$ cat src/rtl/muldiv_unit.sv
// Iterative multiply/divide unit: 32-cycle shift-add multiply and restoring divide,
// with sign fix-up in a final cycle and results held in HI/LO until the next completion.
module muldiv_unit #(
  parameter int WIDTH = 32
) (
  input  logic             clk,
  input  logic             rst_n,
  input  logic             start,
  input  logic             cancel,
  input  logic [3:0]       opcode,
  input  logic [WIDTH-1:0] data0,
  input  logic [WIDTH-1:0] data1,
  output logic             busy,
  output logic             finish,
  output logic [WIDTH-1:0] hi,
  output logic [WIDTH-1:0] lo,
  output logic             div_zero
);

  localparam int CW = $clog2(WIDTH);
  localparam logic [CW-1:0] CNT_ZERO = {CW{1'b0}};
  localparam logic [CW-1:0] CNT_ONE  = {{(CW-1){1'b0}}, 1'b1};
  localparam logic [CW-1:0] CNT_LAST = CW'(WIDTH - 1);
  localparam logic [3:0] OP_MULT  = 4'hA;
  localparam logic [3:0] OP_DIV   = 4'hB;
  localparam logic [3:0] OP_MULTU = 4'hC;
  localparam logic [3:0] OP_DIVU  = 4'hD;

  typedef enum logic [1:0] {
    S_IDLE = 2'd0,
    S_CALC = 2'd1,
    S_FIX  = 2'd2
  } state_t;

  function automatic logic [WIDTH-1:0] f_neg(input logic [WIDTH-1:0] v);
    return ~v + {{(WIDTH-1){1'b0}}, 1'b1};
  endfunction

  function automatic logic [2*WIDTH-1:0] f_neg2(input logic [2*WIDTH-1:0] v);
    return ~v + {{(2*WIDTH-1){1'b0}}, 1'b1};
  endfunction

  state_t r_state;
  state_t w_next;

  logic [CW-1:0]        r_cnt;
  logic                 r_is_div;
  logic                 r_neg_q;
  logic                 r_neg_r;
  logic                 r_dz;
  logic [WIDTH-1:0]     r_opnd;
  logic [WIDTH-1:0]     r_orig0;
  logic [2*WIDTH-1:0]   r_acc;
  logic [WIDTH:0]       r_rem;

  logic                 r_busy;
  logic                 r_finish;
  logic                 r_div_zero;
  logic [WIDTH-1:0]     r_hi;
  logic [WIDTH-1:0]     r_lo;

  logic                 w_op_ok;
  logic                 w_signed;
  logic                 w_div_op;
  logic                 w_accept;
  logic                 w_last;
  logic                 w_done;
  logic [WIDTH-1:0]     w_mag0;
  logic [WIDTH-1:0]     w_mag1;
  logic [WIDTH:0]       w_msum;
  logic [WIDTH:0]       w_shift;
  logic [WIDTH+1:0]     w_trial;
  logic                 w_qbit;
  logic [2*WIDTH-1:0]   w_prod;
  logic [WIDTH-1:0]     w_hi_res;
  logic [WIDTH-1:0]     w_lo_res;

  assign w_op_ok  = (opcode == OP_MULT) || (opcode == OP_DIV) ||
                    (opcode == OP_MULTU) || (opcode == OP_DIVU);
  assign w_signed = (opcode == OP_MULT) || (opcode == OP_DIV);
  assign w_div_op = (opcode == OP_DIV) || (opcode == OP_DIVU);
  assign w_accept = (r_state == S_IDLE) && start && w_op_ok;
  assign w_last   = (r_cnt == CNT_LAST);
  assign w_done   = (r_state == S_FIX) && !cancel;

  assign w_mag0 = (w_signed && data0[WIDTH-1]) ? f_neg(data0) : data0;
  assign w_mag1 = (w_signed && data1[WIDTH-1]) ? f_neg(data1) : data1;

  // Multiply step: add multiplicand into the upper half when the current multiplier bit is set.
  assign w_msum  = {1'b0, r_acc[2*WIDTH-1:WIDTH]} +
                   (r_acc[0] ? {1'b0, r_opnd} : {(WIDTH+1){1'b0}});
  // Divide step: a borrow out of the trial subtraction means the quotient bit is 0.
  assign w_shift = {r_rem[WIDTH-1:0], r_acc[WIDTH-1]};
  assign w_trial = {1'b0, w_shift} - {2'b00, r_opnd};
  assign w_qbit  = ~w_trial[WIDTH+1];

  // State register.
  always_ff @(posedge clk or negedge rst_n) begin
    if (!rst_n) begin
      r_state <= S_IDLE;
    end else begin
      r_state <= w_next;
    end
  end

  // Next-state logic.
  always_comb begin
    w_next = r_state;
    case (r_state)
      S_IDLE: begin
        if (w_accept) begin
          w_next = S_CALC;
        end else begin
          w_next = S_IDLE;
        end
      end
      S_CALC: begin
        if (cancel) begin
          w_next = S_IDLE;
        end else if (w_last) begin
          w_next = S_FIX;
        end else begin
          w_next = S_CALC;
        end
      end
      S_FIX:   w_next = S_IDLE;
      default: w_next = S_IDLE;
    endcase
  end

  // Operand capture at accept and one iteration per CALC cycle.
  always_ff @(posedge clk or negedge rst_n) begin
    if (!rst_n) begin
      r_cnt    <= CNT_ZERO;
      r_is_div <= 1'b0;
      r_neg_q  <= 1'b0;
      r_neg_r  <= 1'b0;
      r_dz     <= 1'b0;
      r_opnd   <= {WIDTH{1'b0}};
      r_orig0  <= {WIDTH{1'b0}};
      r_acc    <= {(2*WIDTH){1'b0}};
      r_rem    <= {(WIDTH+1){1'b0}};
    end else if (w_accept) begin
      r_cnt    <= CNT_ZERO;
      r_is_div <= w_div_op;
      r_neg_q  <= w_signed & (data0[WIDTH-1] ^ data1[WIDTH-1]);
      r_neg_r  <= w_signed & data0[WIDTH-1];
      r_dz     <= w_div_op && (data1 == {WIDTH{1'b0}});
      r_orig0  <= data0;
      r_rem    <= {(WIDTH+1){1'b0}};
      // Divide keeps the divisor in r_opnd; multiply keeps the multiplicand there.
      if (w_div_op) begin
        r_opnd <= w_mag1;
        r_acc  <= {{WIDTH{1'b0}}, w_mag0};
      end else begin
        r_opnd <= w_mag0;
        r_acc  <= {{WIDTH{1'b0}}, w_mag1};
      end
    end else if (r_state == S_CALC) begin
      r_cnt <= (cancel || w_last) ? CNT_ZERO : (r_cnt + CNT_ONE);
      if (r_is_div) begin
        r_rem <= w_qbit ? w_trial[WIDTH:0] : w_shift;
        r_acc <= {{WIDTH{1'b0}}, r_acc[WIDTH-2:0], w_qbit};
      end else begin
        r_acc <= {w_msum, r_acc[WIDTH-1:1]};
      end
    end
  end

  // Final result selection with sign correction; divide-by-zero bypasses the fix-up.
  always_comb begin
    w_prod   = r_neg_q ? f_neg2(r_acc) : r_acc;
    w_hi_res = w_prod[2*WIDTH-1:WIDTH];
    w_lo_res = w_prod[WIDTH-1:0];
    if (r_dz) begin
      w_hi_res = r_orig0;
      w_lo_res = {WIDTH{1'b1}};
    end else if (r_is_div) begin
      w_hi_res = r_neg_r ? f_neg(r_rem[WIDTH-1:0]) : r_rem[WIDTH-1:0];
      w_lo_res = r_neg_q ? f_neg(r_acc[WIDTH-1:0]) : r_acc[WIDTH-1:0];
    end else begin
      w_hi_res = w_prod[2*WIDTH-1:WIDTH];
      w_lo_res = w_prod[WIDTH-1:0];
    end
  end

  // Registered outputs.
  always_ff @(posedge clk or negedge rst_n) begin
    if (!rst_n) begin
      r_busy     <= 1'b0;
      r_finish   <= 1'b0;
      r_hi       <= {WIDTH{1'b0}};
      r_lo       <= {WIDTH{1'b0}};
      r_div_zero <= 1'b0;
    end else begin
      r_busy   <= (w_next == S_CALC) || (w_next == S_FIX);
      r_finish <= w_done;
      if (w_done) begin
        r_hi <= w_hi_res;
        r_lo <= w_lo_res;
      end
      if (w_accept) begin
        r_div_zero <= 1'b0;
      end else if (w_done) begin
        r_div_zero <= r_dz;
      end
    end
  end

  assign busy     = r_busy;
  assign finish   = r_finish;
  assign hi       = r_hi;
  assign lo       = r_lo;
  assign div_zero = r_div_zero;

endmodule
$ cat config.mk
export PLATFORM = sky130hd
export DESIGN_NAME = muldiv_unit
export DESIGN_NICKNAME = d
export VERILOG_FILES = /design/src/rtl/muldiv_unit.sv
export SDC_FILE = /design/constraint.sdc
export NUM_CORES = 1
export LEC_CHECK = 0
export BUFFER_PORTS_ARGS = -buffer_cell sky130_fd_sc_hd__clkbuf_2
export CORE_ASPECT_RATIO = 1.5
export CORE_UTILIZATION = 27
export CTS_BUF_LIST = sky130_fd_sc_hd__clkbuf_16
export DETAILED_ROUTE_END_ITERATION = 8
export REMOVE_ABC_BUFFERS = 1
export SLEW_MARGIN = 15
export SYNTH_ARGS = -nofsm -noshare
export SYNTH_HDL_FRONTEND = slang
export SYNTH_SLANG_ARGS = --single-unit
$ cat constraint.sdc
create_clock -name clk -period 3.1 [get_ports clk]
set_input_delay 0.62 -clock clk [delete_from_list [all_inputs] [get_ports clk]]
set_output_delay 0.62 -clock clk [all_outputs]
set_load 0.1 [all_outputs]
==> results.json, run 1 <==
{
  "power_frac_seq_pct": 23.5,
  "drt-initial-drc-count": 1159,
  "diodes": 0,
  "rows": 113,
  "final_util_pct": 35.5,
  "p_sw_mw": 9.09,
  "dp_hpwl_microns": 49700,
  "crit_arrival_ns": 3.67,
  "ys_warn_count": 0,
  "synth_top_cell_by_area": "dfrtp_1",
  "max_freq_mhz": 311,
  "combPwrFrac_pct": 59.9,
  "swShare_pct": 44.2,
  "dp_worst_setup_slack_ns": -0.407,
  "ys_top_cells_by_area": "dfrtp_1, o21ai_0, nand2_1",
  "clkSinkCount": 238,
  "num_vias": 17700,
  "grt_use_total_pct": 19.6,
  "ir_drop_v": 0.000494,
  "wire_per_inst_microns": 19.6,
  "synthMuxAreaShare_pct": 2.38,
  "setup_viol": 8,
  "worst_slew_pin_slew_ns": 1.13,
  "p_leak_nw": 10.3,
  "dp_cells": 3279,
  "avgSynthCellArea_sq_um": 7.91,
  "drc": 0,
  "netlist_area_sq_um": 17300,
  "cp_data_required_time_ns": 3.55,
  "crit_fanout": 3,
  "finalWorstSetupSlack_ns": -0.117,
  "core_sq_um": 63300,
  "status": "complete, but fails checks",
  "setup_tns_ns": -0.507,
  "routed_wl_microns": 65700,
  "numCtsBuffers": 28,
  "syn_inst": 2183,
  "async_flop_share_pct": 100,
  "p_int_mw": 11.5,
  "met1_length_microns": 26400,
  "highest_layer": "met5",
  "grt_pass1_wl_microns": 99500,
  "clk_pin_slew_ns": 0.06,
  "clock_latency_ns": 0.59,
  "drive_gt1_share_pct": 23.5,
  "synth_top_flop_cell": "dfrtp_1",
  "synth_compound_area_share_pct": 23.2,
  "gp_congestion": 0.953,
  "clock_tree.buffer_depth": 3,
  "die-area_sq_um": 65000,
  "post-route-period-util_pct": 104,
  "cap_violations": 0,
  "post_drt_via_cell_ratio": 5.29,
  "rsz0062_at_grt": "true",
  "fin_skew_ns": 0.0304,
  "ys_types": 70,
  "cts_root_buf": "clkbuf_16",
  "dr_wl_met2_microns": 31800,
  "start_kind": "register",
  "die_y_microns": 312,
  "cts_tree": "built",
  "synth.most_common_cell": "nand2_1",
  "antenna_found_initial": 1,
  "fin_crit_ns": 3.22,
  "ioPinCount": 139,
  "synth_common_cells": "nand2_1, dfrtp_1, o21ai_0",
  "yosysSeqAreaShare_pct": 34.5,
  "violations": "negative setup slack",
  "finalHoldViolCount": 0,
  "fin_nets": 2666,
  "first_pass_iters": 6,
  "grt_pass1_vias": 17200,
  "htree_levels": 1,
  "ant_nets": 0,
  "synthAdderAreaFrac_pct": 5.30,
  "crit_path_end_kind": "register",
  "timing.setup.critical_path_class": "register to register",
  "fin_cells": 3348,
  "pwr-share-clk_pct": 16.6,
  "slew_violations": 0,
  "ys_ff_latch": 238,
  "hold_path.class": "primary input to async pin",
  "start_util_pct": 27.3,
  "synth_top_area_share_pct": 34.5,
  "grt.overflow.total": 0,
  "cts_hold_buffers": 0,
  "grt_max_degree": 97,
  "wl_met3_microns": 3150,
  "synth_edf_count": 0,
  "synthXorXnorAreaFrac_pct": 10.1,
  "io_buffers": 138,
  "synth_top_family_by_area": "compound AO/OA/AOI/OAI gates",
  "powerDensity_nw_per_um2": 914,
  "relSlewSlack_pct": 24.7,
  "synthSimpleGateAreaFrac_pct": 20.4,
  "syn2layout_area_growth_pct": 30.3,
  "die-width_microns": 209
}
-- registers in the layout (all words and copies together) (netlist names) --
name,count
r_acc,64
hi,32
lo,32
r_opnd,32
r_orig0,32
r_rem,32
r_cnt,5
r_state,2
busy,1
div_zero,1
finish,1
r_dz,1
r_is_div,1
r_neg_q,1
r_neg_r,1
-- metrics by stage --
stage | cell area, sq um | hold WS [ns] | total power [mW]
floorplan | 16800 | 0.324 | 11.4
CTS | 21800 | 0.0477 | 19.5
global route | 22500 | 0.0785 | 22.0
finish | 22500 | 0.0369 | 20.6
detailed placement | 20700 | 0.461 | 15.9
global placement | 20700 | 0.454 | 15.8
-- critical path: stages, from the launching register on --
cell      delay [ns]
dfrtp_1         0.37
or4_4           0.54
or4_4           0.47
or3_4           0.39
or4b_4          0.51
buf_6           0.14
o31ai_4         0.22
xnor2_1         0.09
a221oi_1        0.26
o21ai_1         0.09
-- final cells by class --
| cell class | instances | area [sq um] |
|---|---|---|
| Tap cell | 805 | 1010 |
| Clock buffer | 28 | 701 |
| Clock inverter | 23 | 219 |
| Sequential cell | 238 | 5960 |
| Inverter | 64 | 243 |
| Multi-Input combinational cell | 1757 | 11200 |
| Fill cell | 6580 | 40800 |
| Timing Repair Buffer | 433 | 3180 |
-- power groups by stage --
stage / sequential [mW] / clock (mW) / combinational [mW]
global placement: 4.79 / 0 / 11.1
global route: 4.93 / 3.59 / 13.5
CTS: 4.76 / 3.49 / 11.2
detailed placement: 4.79 / 0 / 11.1
floorplan: 4.86 / 0 / 6.57
finish: 4.84 / 3.42 / 12.3
-- routing by layer --
metal	track usage (%)	up-vias
li1	-	8422
met1	23.3	8590
met2	33.4	539
met3	2.36	172
met4	12.3	2
met5	0	-
-- layout by cell type, fill, tap and decap left out, types with 14 or more instances in the layout --
cell type and n:
nand3_1 66, o31ai_1 35, o21ai_0 202, nor2_1 207, o41ai_1 14, o211ai_1 39
a31oi_1 14, nand2_1 302, clkbuf_2 136, a21o_1 24, or4_1 14, mux2i_1 40
xnor2_1 96, xor2_1 102, or3_1 23, nand2b_1 22, nor3_1 24, clkbuf_16 32
buf_4 268, o21ai_1 26, and3_1 23, a21oi_1 185, ha_1 57, dfrtp_1 234
inv_1 53
-- path summary, 6_finish.rpt --
kind                       startpoint         end  slack (ns)  cells past startpoint
max                         r_acc[17]      hi[28]       -0.12                      9
min                             rst_n        busy        0.04                      1
max reg2reg                 r_acc[17]      hi[28]       -0.12                      9
min reg2reg                     hi[7]       hi[7]        0.47                      2
max in group asynchronous       rst_n       hi[8]        2.27                      2
min in group clk               cancel  r_state[1]        0.27                      2
-- what timing repair did --
| item | CTS | global route |
|---|---|---|
| pin swaps | 8 | 43 |
| gates resized for setup | 24 | 139 |
| endpoints found under the setup margin | 32 | 68 |
| cloned | 0 | 4 |
| setup buffers | 2 | 12 |
-- cells by family after synthesis --
logic type | after synthesis
simple gates | 779
compound gates | 666
flops | 238
xor+xnor | 199
buf+inv | 188
fa+ha+maj | 72
mux | 41
(Power assumes the default switching activity.)
==> inputs of run 2 (changes only) <==
--- a/config.mk
+++ b/config.mk
@@ -10,8 +10,8 @@
 export CORE_UTILIZATION = 27
 export CTS_BUF_LIST = sky130_fd_sc_hd__clkbuf_16
 export DETAILED_ROUTE_END_ITERATION = 8
+export MAX_ROUTING_LAYER = met4
 export REMOVE_ABC_BUFFERS = 1
-export SLEW_MARGIN = 15
 export SYNTH_ARGS = -nofsm -noshare
 export SYNTH_HDL_FRONTEND = slang
 export SYNTH_SLANG_ARGS = --single-unit
==> constraint.sdc (replaced) <==
create_clock -name clk -period 3.3 [get_ports clk]
set_input_delay 0.66 -clock clk [delete_from_list [all_inputs] [get_ports clk]]
set_output_delay 0.66 -clock clk [all_outputs]
set_load 0.1 [all_outputs]
==> run 2 against run 1 <==
  * The run now ends clean
  * Non-clock buffer count down 124
  * Combinational power shrank 23%
  * Cell count fell by 3.7%
  * Largest cell class unchanged
  * Clock power decreased by 14%
  * Sequential power decreased by 4%
  * Hold slack improved by 0.00077 ns
  * Core utilization decreased by 2.6 points
==> results.json, run 2 (same netlist as run 1, synthesis figures left out) <==
{
  "dp_hpwl_microns": 47500,
  "start_util_pct": 27.3,
  "die-width_microns": 209,
  "worst_slew_pin_slew_ns": 1.00,
  "grt.overflow.total": 0,
  "die_y_microns": 312,
  "io_buffers": 138,
  "top_usage_layer": "met2",
  "fin_crit_ns": 3.21,
  "cts_root_buf": "clkbuf_16",
  "cpMaxStageDelayCell": "or4_4",
  "clock_latency_ns": 0.58,
  "total_power_mw": 17.1,
  "regMostFlops": "r_acc",
  "htree_levels": 1,
  "crit_path_end_kind": "register",
  "drt-initial-drc-count": 1210,
  "slowest_delay_ns": 0.55,
  "antenna_found_initial": 1,
  "ioPinCount": 139,
  "routed_wl_microns": 62000,
  "powerDensity_nw_per_um2": 820,
  "worst-path-buf-inv": 2,
  "relSlewSlack_pct": 33.2,
  "final_common_cell": "nand2_1",
  "crit_chain": "or4_4 -> or3_4 -> buf_4 -> nor3_1 -> buf_4 -> nand4_1 -> or4_4 -> nand3_1 -> o41ai_2 -> nor3_1 -> a21oi_1 -> o22ai_1",
  "grt_use_total_pct": 19.2,
  "drive_gt1_share_pct": 16.3,
  "max_freq_mhz": 312,
  "finalHoldViolCount": 0,
  "gp_congestion": 0.943,
  "crit_fanout": 5,
  "grt_pass1_wl_microns": 94300,
  "wire_per_inst_microns": 19.2,
  "clock_tree.buffer_depth": 3,
  "cts_hold_buffers": 0,
  "cp_data_required_time_ns": 3.78,
  "rows": 113,
  "status": "complete, no violations",
  "grt_use_met3_pct": 2.91,
  "core_sq_um": 63300,
  "first_pass_iters": 5,
  "ant_nets": 0,
  "use_met2_pct": 31.4,
  "syn2layout_area_growth_pct": 20.9,
  "mostFrequentLayoutCells": "nand2_1, dfrtp_1, o21ai_0, nor2_1, a21oi_1",
  "crit_arrival_ns": 3.69,
  "hold_path.class": "primary input to async pin",
  "setup_viol": 0,
  "holdWs_ns": 0.0377,
  "fin_skew_ns": 0.0258,
  "post-route-period-util_pct": 97.2,
  "numCtsBuffers": 27,
  "fin_nets": 2541,
  "final_area_sq_um": 20900,
  "cap_violations": 0,
  "clk_pin_slew_ns": 0.06,
  "grt_pass1_vias": 16100,
  "timing.setup.critical_path_class": "register to register",
  "fillCellCount": 6780,
  "ir_drop_v": 0.000498,
  "path_delay_family": "simple AND/OR/NAND/NOR gates",
  "slew_violations": 0,
  "start_kind": "register",
  "num_vias": 17000,
  "p_leak_nw": 9.49,
  "cts_tree": "built",
  "post_drt_via_cell_ratio": 5.26,
  "largest_register_ffs": 64,
  "rsz0062_at_grt": "true",
  "clkSinkCount": 238,
  "grt_max_degree": 85,
  "die-area_sq_um": 65000,
  "grt.met1_usage_pct": 22.1,
  "post_dp_cell_area_sq_um": 19900,
  "drc": 0
}
-- run 2: repair_timing --
action	4_1_cts	5_1_grt
setup buffers	0	2
pin swaps	1	11
gates resized for setup	2	28
setup endpoints to repair	3	37
-- run 2: worst paths after layout --
check                           slack, ns  cells past startpoint         from     endpoint
worst max-delay path                 0.09                     12    r_acc[10]       hi[27]
worst max register to register       0.09                     12    r_acc[10]       hi[27]
worst min-delay path                 0.04                      1        rst_n   r_state[0]
worst min register to register       0.47                      2  r_orig0[23]  r_orig0[23]
min in group clk                     0.30                      2       cancel   r_state[1]
max in group asynchronous            2.41                      2        rst_n        lo[1]
-- run 2: cell type report --
cell class	count	area (sq um)	share of cell area, %
multi-input combinational	1757	10800	51.5
sequential	238	5960	28.6
timing repair buffer	309	2080	9.96
tap	805	1010	4.82
clock buffer	27	676	3.24
inverter	64	240	1.15
clock inverter	23	151	0.725
antenna	2	5.00	0.0240
-- run 2: per-layer routing --
metal | vias to the layer above | wire length, microns
li1 | 8160 | -
met1 | 8168 | 25100
met2 | 509 | 29500
met3 | 134 | 3460
met4 | 0 | 3920
met5 | - | 0
-- run 2: report_power, final --
group | total, mW | internal, mW | switching (mW)
clock | 2.93 | 1.58 | 1.36
sequential | 4.66 | 3.66 | 0.999
combinational | 9.52 | 4.06 | 5.47
total | 17.1 | 9.29 | 7.83
-- run 2: metrics by stage --
step | setup WS, ns | instances | util (%) | TNS (ns)
floorplan | -2.04 | 2059 | - | -115.47
global placement | -0.151 | 3171 | 31.4 | -0.868
detailed placement | -0.101 | 3171 | 31.4 | -0.490
CTS | 0.0236 | 3221 | 32.8 | 0
global route | -0.0183 | 3224 | 33.0 | -0.0211
finish | 0.0932 | 3225 | 33.0 | 0
==> inputs of run 3 (changes only) <==
--- a/config.mk
+++ b/config.mk
@@ -7,11 +7,13 @@
 export LEC_CHECK = 0
 export BUFFER_PORTS_ARGS = -buffer_cell sky130_fd_sc_hd__clkbuf_2
 export CORE_ASPECT_RATIO = 1.5
-export CORE_UTILIZATION = 27
+export CORE_UTILIZATION = 53
 export CTS_BUF_LIST = sky130_fd_sc_hd__clkbuf_16
 export DETAILED_ROUTE_END_ITERATION = 8
 export MAX_ROUTING_LAYER = met4
+export PLACE_DENSITY = 0.72
 export REMOVE_ABC_BUFFERS = 1
+export SLEW_MARGIN = 20
 export SYNTH_ARGS = -nofsm -noshare
 export SYNTH_HDL_FRONTEND = slang
 export SYNTH_SLANG_ARGS = --single-unit
==> constraint.sdc (replaced) <==
create_clock -name clk -period 3.8 [get_ports clk]
set_input_delay 0.76 -clock clk [delete_from_list [all_inputs] [get_ports clk]]
set_output_delay 0.76 -clock clk [all_outputs]
set_load 0.1 [all_outputs]
==> run 3 against run 2 <==
  * Die area decreased by 49%
  * Count of clock-buffer cells in the layout decreased by 2
  * Cell count decreased by 16%
  * Highest routed layer unchanged
  * Critical path depth decreased by 2
  * Non-clock buffer count decreased by 112
==> results.json, run 3 (same netlist as run 1, synthesis figures left out) <==
{
  "grt.overflow.total": 0,
  "fin_crit_ns": 3.58,
  "crit_fanout": 9,
  "timing.rr.end": "hi[20]",
  "largest_register_ffs": 64,
  "htree_levels": 1,
  "mostFrequentLayoutCells": "nand2_1, dfrtp_1, o21ai_0, nor2_1, a21oi_1",
  "reg2reg_from": "r_acc[9]",
  "routed_wl_microns": 53800,
  "cp_data_required_time_ns": 4.27,
  "grt_use_total_pct": 33.2,
  "relSlewSlack_pct": 35.0,
  "die-area_sq_um": 33300,
  "crit_arrival_ns": 4.05,
  "max_freq_mhz": 280,
  "post_cts_buffers": 0,
  "fin_cells": 2713,
  "finalHoldViolCount": 0,
  "first_pass_iters": 5,
  "fillCellCount": 2871,
  "cts_tree": "built",
  "regMostFlops": "r_acc",
  "fin_nets": 2427,
  "num_vias": 16500,
  "post-route-period-util_pct": 94.1,
  "setup_viol": 0,
  "dp_worst_setup_slack_ns": 0.0281,
  "ff2ff_path_depth": 10,
  "die-width_microns": 149,
  "reg2reg_setup_slack_ns": 0.22,
  "ir_drop_v": 0.000414,
  "fin_skew_ns": 0.0114,
  "setup_tns_ns": 0,
  "antenna_found_initial": 2,
  "cap_violations": 0,
  "powerDensity_nw_per_um2": 739,
  "worst_slew_pin_slew_ns": 0.974,
  "start_util_pct": 54.1,
  "clock_latency_ns": 0.54,
  "start_kind": "register",
  "rows": 80,
  "slew_violations": 0,
  "clkSinkCount": 238,
  "ioPinCount": 139,
  "rsz0062_at_grt": "false",
  "io_buffers": 138,
  "core_sq_um": 31900,
  "cts_root_buf": "clkbuf_16",
  "syn2layout_area_growth_pct": 12.6,
  "grt_pass1_vias": 15800,
  "timing.setup.critical_path_class": "register to register",
  "grt_pass1_wl_microns": 84000,
  "cts_resized": 0,
  "crit_path_end_kind": "register",
  "finalWorstSetupSlack_ns": 0.225,
  "die_y_microns": 223,
  "drc": 0,
  "drt-initial-drc-count": 1182,
  "clk_pin_slew_ns": 0.07,
  "p_leak_nw": 8.95,
  "drive_gt1_share_pct": 11.4,
  "dp_hpwl_microns": 41300,
  "status": "complete, no violations",
  "wire_per_inst_microns": 19.8,
  "hold_path.class": "primary input to async pin",
  "final_common_cell": "nand2_1",
  "gp_congestion": 0.968,
  "ant_nets": 0,
  "cts_hold_buffers": 0,
  "numCtsBuffers": 25,
  "post_drt_via_cell_ratio": 6.07,
  "grt_max_degree": 93,
  "dp_cells": 2666,
  "clock_tree.buffer_depth": 3
}
==> run 3: cell count changes in the layout (fill, tap and decap cells not counted), sizes merged <==
cell and delta:
inv -2, buf -112, clkinvlp -1, bufinv +7, clkinv -7, clkbuf -2
==> run 3: how the worst max path moves through the flow <==
stage	startpoint	depth (start not counted)	slack (ns)	end
after floorplan	r_opnd[1]	11	-1.54	r_acc[0]
after global placement	data1[0]	13	0.11	r_acc[26]
after detailed placement	data1[0]	13	0.03	r_acc[31]
after CTS	r_acc[10]	10	0.24	hi[20]
after global routing	r_acc[0]	16	0.03	r_acc[49]
final	r_acc[9]	10	0.22	hi[20]
==> run 3: worst max-delay path, cell delays in order (launching register included) <==
cell	delay [ns]
dfrtp_1	0.45
or4_4	0.55
or3_4	0.35
or3_1	0.53
or4b_4	0.62
o41ai_2	0.32
xnor2_1	0.16
nor2_1	0.06
a211oi_1	0.25
a21oi_1	0.07
a21oi_1	0.15
==> run 3: layout make-up <==
class,instances,area (sq um),share of cell area (%)
Antenna cell,2,5.00,0.0257
Clock buffer,25,626,3.22
Clock inverter,20,305,1.57
Inverter,64,240,1.23
Multi-Input combinational cell,1757,10600,54.7
Sequential cell,238,5960,30.6
Tap cell,410,513,2.64
Timing Repair Buffer,197,1170,6.01
==> run 3: through the flow <==
stage / hold slack [ns] / power [mW] / utilization (%) / instance area, sq um
after global routing: 0.270 / 15.4 / 60.9 / 19500
after detailed placement: 0.457 / 11.4 / 58.0 / 18500
final: 0.217 / 14.4 / 60.9 / 19500
after CTS: 0.269 / 14.3 / 60.9 / 19400
after floorplan: 0.438 / 9.30 / - / 16800
after global placement: 0.451 / 11.2 / 58.0 / 18500
==> run 3: per-layer routing <==
layer | share of wire (%) | up-vias | track usage (%)
met5 | 0 | - | -
met4 | 4.7 | 0 | 15.8
met3 | 5.6 | 142 | 3.07
met2 | 50 | 565 | 55.6
met1 | 40 | 7827 | 39.9
li1 | - | 7933 | -
==> run 3: report_power, final <==
part           internal, mW  switching (mW)  leakage [nW]
registers              3.18            1.03          3.13
logic                  3.04            4.29          5.36
clock network          1.74            1.09         0.463
total                  7.96            6.42          8.95
